<file path="src/rtl/vec_sqsum_ctrl.sv">
// Sequencer for the shared sum-of-squares vector ALU. Fetches A[i]/B[i] pairs over a
// single-port read handshake, presents them to the ALU and accumulates a 32-bit total
// with a sticky carry-out flag and a one-cycle done pulse.
module vec_sqsum_ctrl #(
  parameter int unsigned LEN_W  = 8,
  parameter int unsigned ADDR_W = 32
) (
  input  logic              clk,
  input  logic              rst_n,
  input  logic              start,
  input  logic              abort,
  input  logic [ADDR_W-1:0] base_a,
  input  logic [ADDR_W-1:0] base_b,
  input  logic [LEN_W-1:0]  len,
  output logic              busy,
  output logic              done,
  output logic [31:0]       result,
  output logic              ovf,
  output logic              rd_req,
  output logic [ADDR_W-1:0] rd_addr,
  input  logic              rd_ack,
  input  logic [31:0]       rd_data,
  output logic [31:0]       alu_op1,
  output logic [31:0]       alu_op2,
  output logic              alu_vec_en,
  output logic [3:0]        alu_type,
  input  logic [31:0]       alu_out
);

  typedef enum logic [2:0] {StIdle, StFetchA, StFetchB, StAcc, StDone} state_e;

  state_e              state_q, state_d;
  logic [ADDR_W-1:0]   base_a_q, base_a_d;
  logic [ADDR_W-1:0]   base_b_q, base_b_d;
  logic [LEN_W-1:0]    len_q, len_d;
  logic [LEN_W-1:0]    idx_q, idx_d;
  logic [31:0]         result_q, result_d;
  logic                ovf_q, ovf_d;
  logic [ADDR_W-1:0]   addr_q, addr_d;
  logic [31:0]         op1_q, op1_d;
  logic [31:0]         op2_q, op2_d;
  logic                carry;

  // Byte offset of element i (word-sized elements); wraps with the address width.
  function automatic logic [ADDR_W-1:0] elem_off(input logic [LEN_W-1:0] i);
    return ADDR_W'({i, 2'b00});
  endfunction

  // Next-state, capture and accumulate logic.
  always_comb begin
    state_d  = state_q;
    base_a_d = base_a_q;
    base_b_d = base_b_q;
    len_d    = len_q;
    idx_d    = idx_q;
    result_d = result_q;
    ovf_d    = ovf_q;
    addr_d   = addr_q;
    op1_d    = op1_q;
    op2_d    = op2_q;
    carry    = 1'b0;
    unique case (state_q)
      StIdle: begin
        if (start) begin
          base_a_d = base_a;
          base_b_d = base_b;
          len_d    = len;
          idx_d    = '0;
          result_d = '0;
          ovf_d    = 1'b0;
          if (len == '0) begin
            state_d = StDone;
          end else begin
            state_d = StFetchA;
            addr_d  = base_a;
          end
        end
      end
      StFetchA: begin
        // abort wins over a same-cycle ack; the read data is dropped
        if (abort) begin
          state_d = StIdle;
        end else if (rd_ack) begin
          op1_d   = rd_data;
          state_d = StFetchB;
          addr_d  = base_b_q + elem_off(idx_q);
        end
      end
      StFetchB: begin
        if (abort) begin
          state_d = StIdle;
        end else if (rd_ack) begin
          op2_d   = rd_data;
          state_d = StAcc;
        end
      end
      StAcc: begin
        if (abort) begin
          state_d = StIdle;
        end else begin
          {carry, result_d} = {1'b0, result_q} + {1'b0, alu_out};
          ovf_d = ovf_q | carry;
          idx_d = idx_q + LEN_W'(1);
          if (idx_d == len_q) begin
            state_d = StDone;
          end else begin
            state_d = StFetchA;
            addr_d  = base_a_q + elem_off(idx_d);
          end
        end
      end
      StDone: state_d = StIdle;
      default: state_d = StIdle;
    endcase
  end

  // State and datapath registers.
  always_ff @(posedge clk or negedge rst_n) begin
    if (!rst_n) begin
      state_q  <= StIdle;
      base_a_q <= '0;
      base_b_q <= '0;
      len_q    <= '0;
      idx_q    <= '0;
      result_q <= '0;
      ovf_q    <= 1'b0;
      addr_q   <= '0;
      op1_q    <= '0;
      op2_q    <= '0;
    end else begin
      state_q  <= state_d;
      base_a_q <= base_a_d;
      base_b_q <= base_b_d;
      len_q    <= len_d;
      idx_q    <= idx_d;
      result_q <= result_d;
      ovf_q    <= ovf_d;
      addr_q   <= addr_d;
      op1_q    <= op1_d;
      op2_q    <= op2_d;
    end
  end

  // Status, handshake and ALU control decoded from the current state.
  always_comb begin
    busy       = (state_q == StFetchA) || (state_q == StFetchB) || (state_q == StAcc);
    done       = (state_q == StDone);
    rd_req     = (state_q == StFetchA) || (state_q == StFetchB);
    alu_vec_en = (state_q == StAcc);
    alu_type   = 4'h0;
    rd_addr    = addr_q;
    result     = result_q;
    ovf        = ovf_q;
    alu_op1    = op1_q;
    alu_op2    = op2_q;
  end

endmodule

</file>
<file path="config.mk">
export PLATFORM = sky130hd
export DESIGN_NAME = vec_sqsum_ctrl
export DESIGN_NICKNAME = d
export VERILOG_FILES = /design/src/rtl/vec_sqsum_ctrl.sv
export SDC_FILE = /design/constraint.sdc
export NUM_CORES = 1
export LEC_CHECK = 0
export CAP_MARGIN = 20
export CORE_ASPECT_RATIO = 1.1
export CORE_MARGIN = 3
export CORE_UTILIZATION = 40
export CTS_BUF_LIST = sky130_fd_sc_hd__clkbuf_16
export DETAILED_ROUTE_END_ITERATION = 10
export DONT_BUFFER_PORTS = 1
export PLACE_DENSITY_LB_ADDON = 0.3
export SYNTH_ARGS = -nofsm -noshare
export SYNTH_HDL_FRONTEND = slang
export SYNTH_SLANG_ARGS = --single-unit
</file>
<file path="constraint.sdc">
create_clock -name clk -period 8.1 [get_ports clk]
set_clock_uncertainty 0.15 [all_clocks]
set_input_delay 0.405 -clock clk [delete_from_list [all_inputs] [get_ports clk]]
set_output_delay 0.405 -clock clk [all_outputs]
set_load 0.02 [all_outputs]
</file>
After elaboration in Yosys (flattened, before gate mapping)
Index checks and enable logic that the tools add are counted.

Register bits: 212. Output and inout bits: 137.

Add/sub/neg operators: 4. Equal/unequal tests: 13. Multiplexer cells: 25. Bitwise gates (word level): 2. Reduce and logical (&&, ||, !) cells: 12.

Operators with widths (count): 2-to-1 mux 32 bit (8); one-hot mux 32 bit (3 select lines) (1); adder 32 x 10 -> 32 bit (2); one-hot mux 32 bit (2 select lines) (1); adder 32 x 32 -> 33 bit (1); 2-to-1 mux 3 bit (8); 2-to-1 mux 8 bit (2); one-hot mux 8 bit (2 select lines) (1); != test 2 bit, second input constant (6); one-hot mux 3 bit (4 select lines) (1); AND reduction 3 bit (4); adder 8 x 1 -> 8 bit, second input constant (1); == test 8 bit (1); zero test 8 bit (1); AND reduction 7 bit (1); == test 3 x 2 -> 1 bit, second input constant (2); != test 3 bit, second input constant (2); == test 3 x 1 -> 1 bit, second input constant (1); == test 3 bit, second input constant (1); zero test 3 bit (1); nonzero test 3 bit (1); logical OR 1 bit (2); 2-to-1 mux 1 bit (2); one-hot mux 1 bit (2 select lines) (1); 4 further kinds (4).

Depth between registers and ports, before layout
Gate-level depths: netlist (run 1).

Depth in word-level cells: 5. Depth in mapped cells: 15.

Worst setup path after synthesis (run 1)
Ideal clock, no wire load.

Path type: flip-flop to flip-flop. Start: register idx_q[0]. End: register addr_q[28], in the netlist rd_addr[28]. Setup time: 132 ps. Arrival: 2917 ps. Data required time: 7818 ps. Slack: 4901 ps. Cell stages (with the launch flop): 16. Buffers on the path: 1. Cell sequence: dfrtp_1 > ha_1 > nand3_1 > xor2_1 > inv_1 > ha_1 > nand2_1 > o21bai_1 > a21boi_0 > o21a_1 > o21a_1 > clkbuf_1 > nor2_1 > o211a_1 > o31ai_1 > a31oi_1.

Word-level cells in the longest chain between the ends: 5. Elaborated cells on any way between the ends: 11. Classes of those cells: add/sub: 3; eq/ne: 2; mux: 5; reduce/logical: 1.

RTL lines: start, declared (RTL line 36) `logic [LEN_W-1:0] idx_q, idx_d;`; start signal, assigned (RTL line 135) `idx_q <= idx_d;`; adder 8 x 1 -> 8 bit (RTL line 103) `idx_d = idx_q + LEN_W'(1);`; adder 32 x 10 -> 32 bit (RTL line 108) `addr_d = base_a_q + elem_off(idx_d);`; 2-to-1 mux 32 bit (RTL line 104) `if (idx_d == len_q) begin`; 2-to-1 mux 32 bit (RTL line 98) `if (abort) begin`; one-hot mux 32 bit (3 select lines) (RTL line 62) `unique case (state_q)`; end signal, assigned (RTL line 138) `addr_q <= addr_d;`; end, declared (RTL line 39) `logic [ADDR_W-1:0] addr_q, addr_d;`.

Parallel ways exist; a longest one is shown, timed or not. The select of a mux whose other input is x is not followed. A chain may end at the register's enable or synchronous reset.

Worst setup path after layout (run 1)
Start: register idx_q[0]. End: register addr_q[24], in the netlist rd_addr[24].

The elaborated chain is that of the path after synthesis.

==> flow_metrics.tcl, run 1 <==
set metrics [dict create \
    synth-xor-area-share_pct 6.346 \
    die_area_mm2 0.03158 \
    final_hold_viol_count 0 \
    power.density_mw_per_mm2 369.0 \
    clockPowerShare_pct 22.3 \
    postLayoutCellArea_mm2 0.01404 \
    slew_viol_final 0 \
    wirelength_mm 33.63 \
    synth_edf_count 0 \
    grt_pass1_wl_mm 51.72 \
    clk-insertion-delay-late_ps 530 \
    yosysTopAreaCellShare_pct 44.99 \
    setup_tns_ps 0 \
    io_pins 278 \
    critical_path_buf_inv_count 1 \
    crit_fanout 10 \
    syn_inst 1115 \
    vias 8883 \
    floorplan.initialDensity_pct 40.84 \
    cpPeakStageDelay_ps 500 \
    drive_gt1_share_pct 16.94 \
    rsz0062_at_grt "no" \
    wire_per_inst_um 21.13 \
    finalSetupViolations 0 \
    crit_slowest_cell "nor3_1" \
    pre_cts_ws_ps 4551 \
    slew_headroom_pct 23.45 \
    clk_pin_slew_ps 60 \
    drtIter0Drc 493 \
    max_slew.worst_pin.slew_ps 1148 \
    p_switching_mw 2.119 \
    syn_to_final_growth_pct 19.04 \
    num-fill-cells 2613 \
    clock-root-buffer "clkbuf_16" \
    hpwl_mm 23.47 \
    synth_area_leader_cell "dfrtp_1" \
    dieWidth_um 169.7 \
    synth_top_family_by_area "compound AO/OA/AOI/OAI gates" \
    setup_slack_ps 4486 \
    dieHeight_um 186.1 \
    cp_common_cell "o21a_1" \
    synthAdderAreaFrac_pct 5.921 \
    path_class "reg -> reg" \
    syn_avg_cell_area_um2 10.58 \
    cts_buffers 24 \
    status "complete, no violations" \
    ys_warn_count 0 \
    cts_sinks 212 \
    regArea_mm2 0.005305 \
    place_area_mm2 0.01208 \
    multi_input_area_mm2 0.006138 \
    synth_flop_cell "dfrtp_1" \
    ys_ff_latch 212 \
    worst_setup_path_end_kind "register" \
    core_area_mm2 0.02887 \
    synth_seq_area_share_pct 44.99 \
    max_freq_ghz 0.2767 \
    firstDrtPassIters 7 \
    ys_async_sr_fraction_pct 100.0 \
    internal-power_mw 3.061 \
    power_frac_seq_pct 45.4 \
    yosys.area_share.simple_pct 10.88 \
    vdd_drop_max_v 0.0002635 \
    synthTopCellsByCount "dfrtp_1 (212), mux2_2 (136), nand2_1 (87)" \
    post_cts_buffers 0 \
    hold_slack_ps 29.78 \
    clock_path_buffers 3 \
    critical-path-top-delay-family "compound AO/OA/AOI/OAI gates" \
    syn_area_mm2 0.01179 \
    synth_most_common_cell "dfrtp_1" \
    drc 0 \
    required_ps 8320 \
    grt_start_max_net_pins 213 \
    nets 1399 \
    overflow 0 \
    first_global_vias 9124 \
    cts_tree "yes" \
    p_leak_nw 6.048 \
    port_buffers 0 \
    hp-class "in -> reg" \
    period_share_pct 44.62 \
    maxCapViolations 0 \
    htreeDepth 1 \
    globalplace.congestion 0.8595 \
    antenna_found_initial 2 \
    yosysUniqueCellTypes 68 \
    critPathArrivalTime_ps 3840 \
    synth_compound_area_share_pct 14.77 \
    num_rows 65 \
    routed_via_density 5.580 \
    fin_crit_ps 3614 \
    track_usage_pct 20.58 \
    path_cells "inv_1 > nor3_1 > xor2_1 > ha_1 > a21boi_0 > o21a_1 > o21a_1 > o2111ai_1 > xnor2_1 > a222oi_1 > a21oi_1" \
    worst_setup_path_start_kind "register" \
    switching_share_pct 40.91 \
    synth_mux_area_share_pct 13.84 \
    synth.area.top_cells "dfrtp_1 (45%), mux2_2 (13%), ha_1 (5.4%)" \
    ant_nets 0 \
    p_comb_share_pct 32.3 \
]
==> cell usage in the layout, fill, tap and decap left out, types with 49 or more instances in the layout <==
master,synthesis,routed
a21oi_1,64,64
dfrtp_1,212,212
dlygate4sd3_1,0,108
ha_1,51,51
mux2_2,136,136
nand2_1,87,87
nor2_1,59,57
o21ai_0,74,74
xnor2_1,49,49
==> area by class of cell <==
type	count	share of cell area (%)
timing repair buffer	118	8.379
sequential	212	37.80
antenna	2	0.03566
clock inverter	20	1.694
multi-input combinational	818	43.73
inverter	30	0.8023
clock buffer	24	4.279
tap	368	3.280
==> registers in the layout, indices dropped and copies added (netlist names) <==
| register | count |
|---|---|
| state_q | 3 |
| ovf | 1 |
| idx_q | 8 |
| alu_op1 | 32 |
| alu_op2 | 32 |
| result | 32 |
| rd_addr | 32 |
| base_b_q | 32 |
| len_q | 8 |
| base_a_q | 32 |
==> metal layers <==
layer / vias to the layer above / routed length (um) / GRT usage [%]
met2: 342 / 15210 / 32.61
met1: 4281 / 14770 / 28.04
li1: 4212 / - / -
met5: - / 0 / 0
met3: 48 / 2921 / 5.607
met4: 0 / 734 / 5.432
==> final timing paths <==
| check | start | to | slack (ps) | cells past startpoint |
|---|---|---|---|---|
| max | idx_q[0] | rd_addr[24] | 4490 | 11 |
| min | base_a[29] | rd_addr[29] | 30 | 3 |
| max reg2reg | idx_q[0] | rd_addr[24] | 4490 | 11 |
| min reg2reg | base_b_q[1] | base_b_q[1] | 360 | 1 |
| max in group asynchronous | rst_n | alu_op1[17] | 6400 | 2 |
| min in group asynchronous | rst_n | result[23] | 470 | 2 |
==> metrics by stage <==
step                power [mW]  util [%]  std cells
finish                   5.180     48.62       1592
global route             5.507     48.61       1591
CTS                      5.212     48.60       1590
detailed placement       3.952     41.85       1437
global placement         3.916     41.85       1437
floorplan                3.504         -       1118
==> cells by family after synthesis <==
family / count (synthesis)
compound gates: 267
simple gates: 266
flops: 212
mux: 144
buf+inv: 88
xor+xnor: 83
fa+ha+maj: 54
other cells: 1
==> power groups by stage <==
| stage | clock network, mW | registers [mW] | logic, mW |
|---|---|---|---|
| after CTS | 1.19 | 2.35 | 1.67 |
| after global routing | 1.23 | 2.42 | 1.86 |
| after floorplan | 0 | 2.18 | 1.32 |
| after global placement | 0 | 2.36 | 1.55 |
| final | 1.16 | 2.35 | 1.67 |
| after detailed placement | 0 | 2.36 | 1.59 |
==> timing repair <==
action | 4_1_cts | 5_1_grt
endpoints found under the setup margin | 0 | 0
hold endpoints to repair | 378 | 0
hold buffers | 109 | 0
resized for setup | 0 | 0
==> worst register-to-register path, cell delays in order, from the launching register on <==
cell	delay [ps]
dfrtp_1	480
inv_1	120
nor3_1	500
xor2_1	260
ha_1	400
a21boi_0	280
o21a_1	150
o21a_1	380
o2111ai_1	180
xnor2_1	180
a222oi_1	270
a21oi_1	130
(Power assumes the default switching activity.)
==> run 2: changes to the inputs <==
Clock period 8.1 ns to 3.08 ns, I/O delays scaled along.
==> flow_metrics.tcl, run 2 (synthesized netlist as in run 1, its figures left out) <==
set metrics [dict create \
    die_area_mm2 0.03158 \
    finalSetupViolations 1 \
    worst_setup_path_end_kind "register" \
    power.density_mw_per_mm2 913.9 \
    core_area_mm2 0.02887 \
    path_class "reg -> reg" \
    required_ps 3360 \
    ant_nets 0 \
    slew_headroom_pct 37.19 \
    firstDrtPassIters 5 \
    cts_sinks 212 \
    wire_per_inst_um 19.69 \
    drive_gt1_share_pct 27.71 \
    port_buffers 0 \
    dieWidth_um 169.7 \
    clk-insertion-delay-late_ps 540 \
    critPathCapture "rd_addr[14]" \
    worst_setup_path_start_kind "register" \
    clk_pin_slew_ps 70 \
    vdd_drop_max_v 0.0005119 \
    regArea_mm2 0.005308 \
    clock_path_buffers 3 \
    io_pins 278 \
    final_util_pct 54.42 \
    drc 0 \
    status "finished, violations left" \
    rr_endpoint "rd_addr[14]" \
    cts_buffers 25 \
    holdBufCountCts 140 \
    maxCapViolations 0 \
    globalplace.congestion 0.8439 \
    grt_start_max_net_pins 213 \
    final_common_cell "dfrtp_1" \
    max_slew.worst_pin.slew_ps 942.2 \
    clock-root-buffer "clkbuf_16" \
    antenna_found_initial 10 \
    fin_crit_ps 3100 \
    htreeDepth 1 \
    regToRegStartpoint "idx_q[0]" \
    track_usage_pct 20.98 \
    nets 1540 \
    vias 9557 \
    violations "negative hold slack, negative setup slack" \
    place_area_mm2 0.01286 \
    setup_slack_ps -20.02 \
    hp-class "in -> async" \
    postLayoutCellArea_mm2 0.01571 \
    num-fill-cells 2448 \
    final_cell_mix "dfrtp_1 (210), dlygate4sd3_1 (140), mux2_2 (136)" \
    overflow 0 \
    reg2reg_slack_ps -20 \
    first_global_vias 9873 \
    grt_pass1_wl_mm 53.58 \
    drtIter0Drc 494 \
    final_hold_viol_count 212 \
    worstRegToRegCells 16 \
    p_leak_nw 6.814 \
    max_freq_ghz 0.3226 \
    multi_input_area_mm2 0.006560 \
    critPathLaunch "idx_q[0]" \
    num_rows 65 \
    hpwl_mm 23.21 \
    slew_viol_final 0 \
    floorplan.initialDensity_pct 40.84 \
    dieHeight_um 186.1 \
    syn_to_final_growth_pct 33.24 \
    routed_via_density 5.489 \
    rsz0062_at_grt "yes" \
    hold_slack_ps -816.9 \
    crit_fanout 5 \
    wirelength_mm 34.27 \
    period_share_pct 100.6 \
    cts_tree "yes" \
    critPathArrivalTime_ps 3380 \
]
[run 2: cell count changes in the layout (fill, tap and decap cells not counted), moves of 5 or more]
cell | before | now
diode_2 | 2 | 9
ha_1 | 51 | 44
ha_4 | 0 | 5
buf_12 | 0 | 7
buf_4 | 9 | 104
o21ai_0 | 74 | 69
nor3_2 | 1 | 6
a21oi_2 | 0 | 5
a21oi_1 | 64 | 59
nor3_1 | 15 | 10
dlygate4sd3_1 | 108 | 140
[run 2: layout make-up]
type / instances / area share (%)
Clock buffer: 25 / 3.982
Clock inverter: 21 / 1.274
Inverter: 30 / 0.7167
Tap cell: 368 / 2.931
Sequential cell: 212 / 33.78
Multi-Input combinational cell: 818 / 41.75
Antenna cell: 9 / 0.1433
Timing Repair Buffer: 258 / 15.42
[run 2: through the flow]
step,setup slack (ps),TNS [ps],instances,total power [mW]
floorplan,2.171,0,1118,9.214
global placement,-139.9,-445.2,1528,10.69
detailed placement,-258.7,-1890,1528,10.82
CTS,2.390,0,1717,14.12
global route,-153.4,-1821,1741,15.26
finish,-20.02,-20.02,1741,14.36
[run 2: where the power goes]
group	internal [mW]	switching, mW	total (mW)
registers	4.03	2.06	6.10
logic	2.75	2.53	5.28
clock network	1.75	1.24	2.99
[run 2: metal layers]
metal	vias to the layer above	wire, um	global-route usage (%)	share of wire (%)
met5	-	27	0	0.079
met2	326	16120	34.31	47
met3	70	2724	5.799	7.9
met1	4642	14470	27.39	42
li1	4515	-	-	-
met4	4	924	6.054	2.7
[run 2: worst min-delay path by stage]
| stage | end |
|---|---|
| after floorplan | alu_op1[0] |
| after global placement | base_a_q[3] |
| after detailed placement | result[31] |
| after CTS | rd_addr[14] |
| after global routing | rd_addr[3] |
| final | rd_addr[3] |
[run 2: repair_timing]
item / in CTS / in global routing
endpoints found under the setup margin: 28 / 34
gates cloned: 1 / 2
gates resized for setup: 21 / 70
pin swaps: 6 / 46
buffers inserted: 2 / 13
hold endpoints to repair: 417 / 212
[run 2: critical path: stages, from the launching register on]
cell	delay [ps]
dfrtp_2	470
ha_4	220
nand3_4	70
xor2_2	170
inv_2	80
ha_4	220
nand2_2	60
o21bai_4	110
a21boi_2	70
o21a_1	210
o21a_4	250
buf_12	140
buf_6	120
o2111ai_4	190
xor2_1	180
a21oi_1	100
o22a_1	180
==> run 3: changes to the inputs <==
Settings changed: CELL_PAD_IN_SITES_DETAIL_PLACEMENT set to 2, CELL_PAD_IN_SITES_GLOBAL_PLACEMENT set to 2, CORE_UTILIZATION 40 to 36, GPL_TIMING_DRIVEN set to 0.
==> flow_metrics.tcl, run 3 (synthesized netlist as in run 1, its figures left out) <==
set metrics [dict create \
    critPathLaunch "idx_q[0]" \
    dr_wl_met3_mm 3.439 \
    first_global_vias 11830 \
    port_buffers 0 \
    fin_crit_ps 3590 \
    io_pins 278 \
    clock-root-buffer "clkbuf_16" \
    overflow 0 \
    final_common_cell "dfrtp_1" \
    final_util_pct 50.42 \
    power.density_mw_per_mm2 957.1 \
    cts_buffers 26 \
    clk_pin_slew_ps 70 \
    globalplace.congestion 0.8606 \
    grt_pass1_wl_mm 71.82 \
    firstDrtPassIters 5 \
    pre_cts_ws_ps -1009 \
    multi_input_area_mm2 0.006877 \
    wirelength_mm 50.37 \
    drive_gt1_share_pct 29.08 \
    max_slew.worst_pin.slew_ps 976.9 \
    cts_tree "yes" \
    hpwl_mm 29.52 \
    final_cell_mix "dfrtp_1 (199), dlygate4sd3_1 (137), mux2_2 (136)" \
    htreeDepth 1 \
    crit_fanout 4 \
    worst_setup_path_end_kind "register" \
    path_class "reg -> reg" \
    syn_to_final_growth_pct 36.07 \
    status "finished, violations left" \
    critPathArrivalTime_ps 3880 \
    hp-class "in -> async" \
    dieWidth_um 178.6 \
    finalSetupViolations 32 \
    vias 10390 \
    nets 1547 \
    dieHeight_um 195.8 \
    grt_start_max_net_pins 213 \
    top_layer_used "met5" \
    final_hold_viol_count 212 \
    required_ps 3370 \
    p_leak_nw 6.771 \
    maxCapViolations 0 \
    setup_slack_ps -509.9 \
    num-fill-cells 3170 \
    slew_headroom_pct 34.87 \
    regToRegStartpoint "idx_q[0]" \
    clock_path_buffers 3 \
    slew_viol_final 0 \
    met2WireLength_mm 26.67 \
    drtIter0Drc 498 \
    worst_setup_path_start_kind "register" \
    cts_sinks 212 \
    vdd_drop_max_v 0.0004744 \
    floorplan.initialDensity_pct 37.06 \
    routed_via_density 5.785 \
    die_area_mm2 0.03496 \
    wire_per_inst_um 28.04 \
    wirelength_met1_mm 18.11 \
    hold_slack_ps -861.4 \
    violations "negative hold slack, negative setup slack" \
    drc 0 \
    num_rows 68 \
    regArea_mm2 0.005321 \
    ant_nets 0 \
    max_freq_ghz 0.2786 \
    rsz0062_at_grt "yes" \
    track_usage_pct 26.53 \
    core_area_mm2 0.03182 \
    clk-insertion-delay-late_ps 550 \
    antenna_found_initial 5 \
    period_share_pct 116.6 \
]
## run 3: cell types whose count changed in the layout (fill, tap and decap cells not counted), moves of 8 or more
cell,change
clkbuf_1,+36
dfrtp_1,-11
dfrtp_2,+11
nor2_1,-12
buf_4,-43
a21oi_2,+8
a21oi_1,-10
ha_1,-9
nor2_4,+10
## run 3: cell type report
| class | instances | area share (%) |
|---|---|---|
| well taps | 420 | 3.275 |
| multi-input cells | 818 | 42.86 |
| repair buffers | 207 | 12.84 |
| diodes | 4 | 0.06239 |
| inverters | 30 | 0.7019 |
| flip-flops and latches | 212 | 33.17 |
| clock inverters | 22 | 1.029 |
| clock buffers | 26 | 4.055 |
| plain buffers | 57 | 2.012 |
## run 3: metrics by stage
| stage | power (mW) | setup TNS (ps) | area (um^2) | instances |
|---|---|---|---|---|
| final | 15.36 | -6130 | 16040 | 1796 |
| after global routing | 16.15 | -9452 | 16040 | 1795 |
| after CTS | 14.44 | -686.0 | 15350 | 1767 |
| after detailed placement | 10.81 | -27230 | 12340 | 1539 |
| after global placement | 10.52 | -23180 | 12340 | 1538 |
| after floorplan | 9.214 | 0 | 11810 | 1118 |
## run 3: worst paths after layout
path                                end  slack (ps)  depth (start not counted)
max                         rd_addr[14]        -510                         17
min                        base_a_q[22]        -860                          0
max reg2reg                 rd_addr[14]        -510                         17
min reg2reg                base_a_q[15]         370                          1
max in group asynchronous      idx_q[0]        3350                          0
min in group clk             result[21]          50                          4
## run 3: power breakdown
part           internal (mW)  leakage, nW  switching [mW]
logic                   2.77         3.78            3.19
clock network           1.70        0.415            1.32
registers               4.04         2.57            2.34
total                   8.51         6.77            6.85
## run 3: timing repair
item | in CTS | in global routing
cloned | 0 | 3
endpoints found under the hold margin | 409 | 213
setup endpoints to repair | 121 | 73
pin swaps | 51 | 56
gates resized for setup | 98 | 96
setup buffers | 44 | 22
hold buffers | 136 | 1
## run 3: metal layers
layer  vias up  global-route usage [%]
met5         -                       0
met4         4                   9.729
met3       131                   6.659
met2       378                   49.06
met1      5368                   28.93
li1       4508                       -
## run 3: worst max-delay path, stage by stage, from the launching register on
cell and delay, ps:
dfrtp_2 470, ha_4 220, nand3_4 110, xor2_4 170
inv_2 80, ha_4 250, a21oi_1 230, a21boi_2 120
o21a_1 200, o21a_1 220, buf_8 130, buf_8 130
buf_12 120, buf_6 100, o2111ai_2 200, xor2_1 250
a21oi_1 130, o22a_1 200
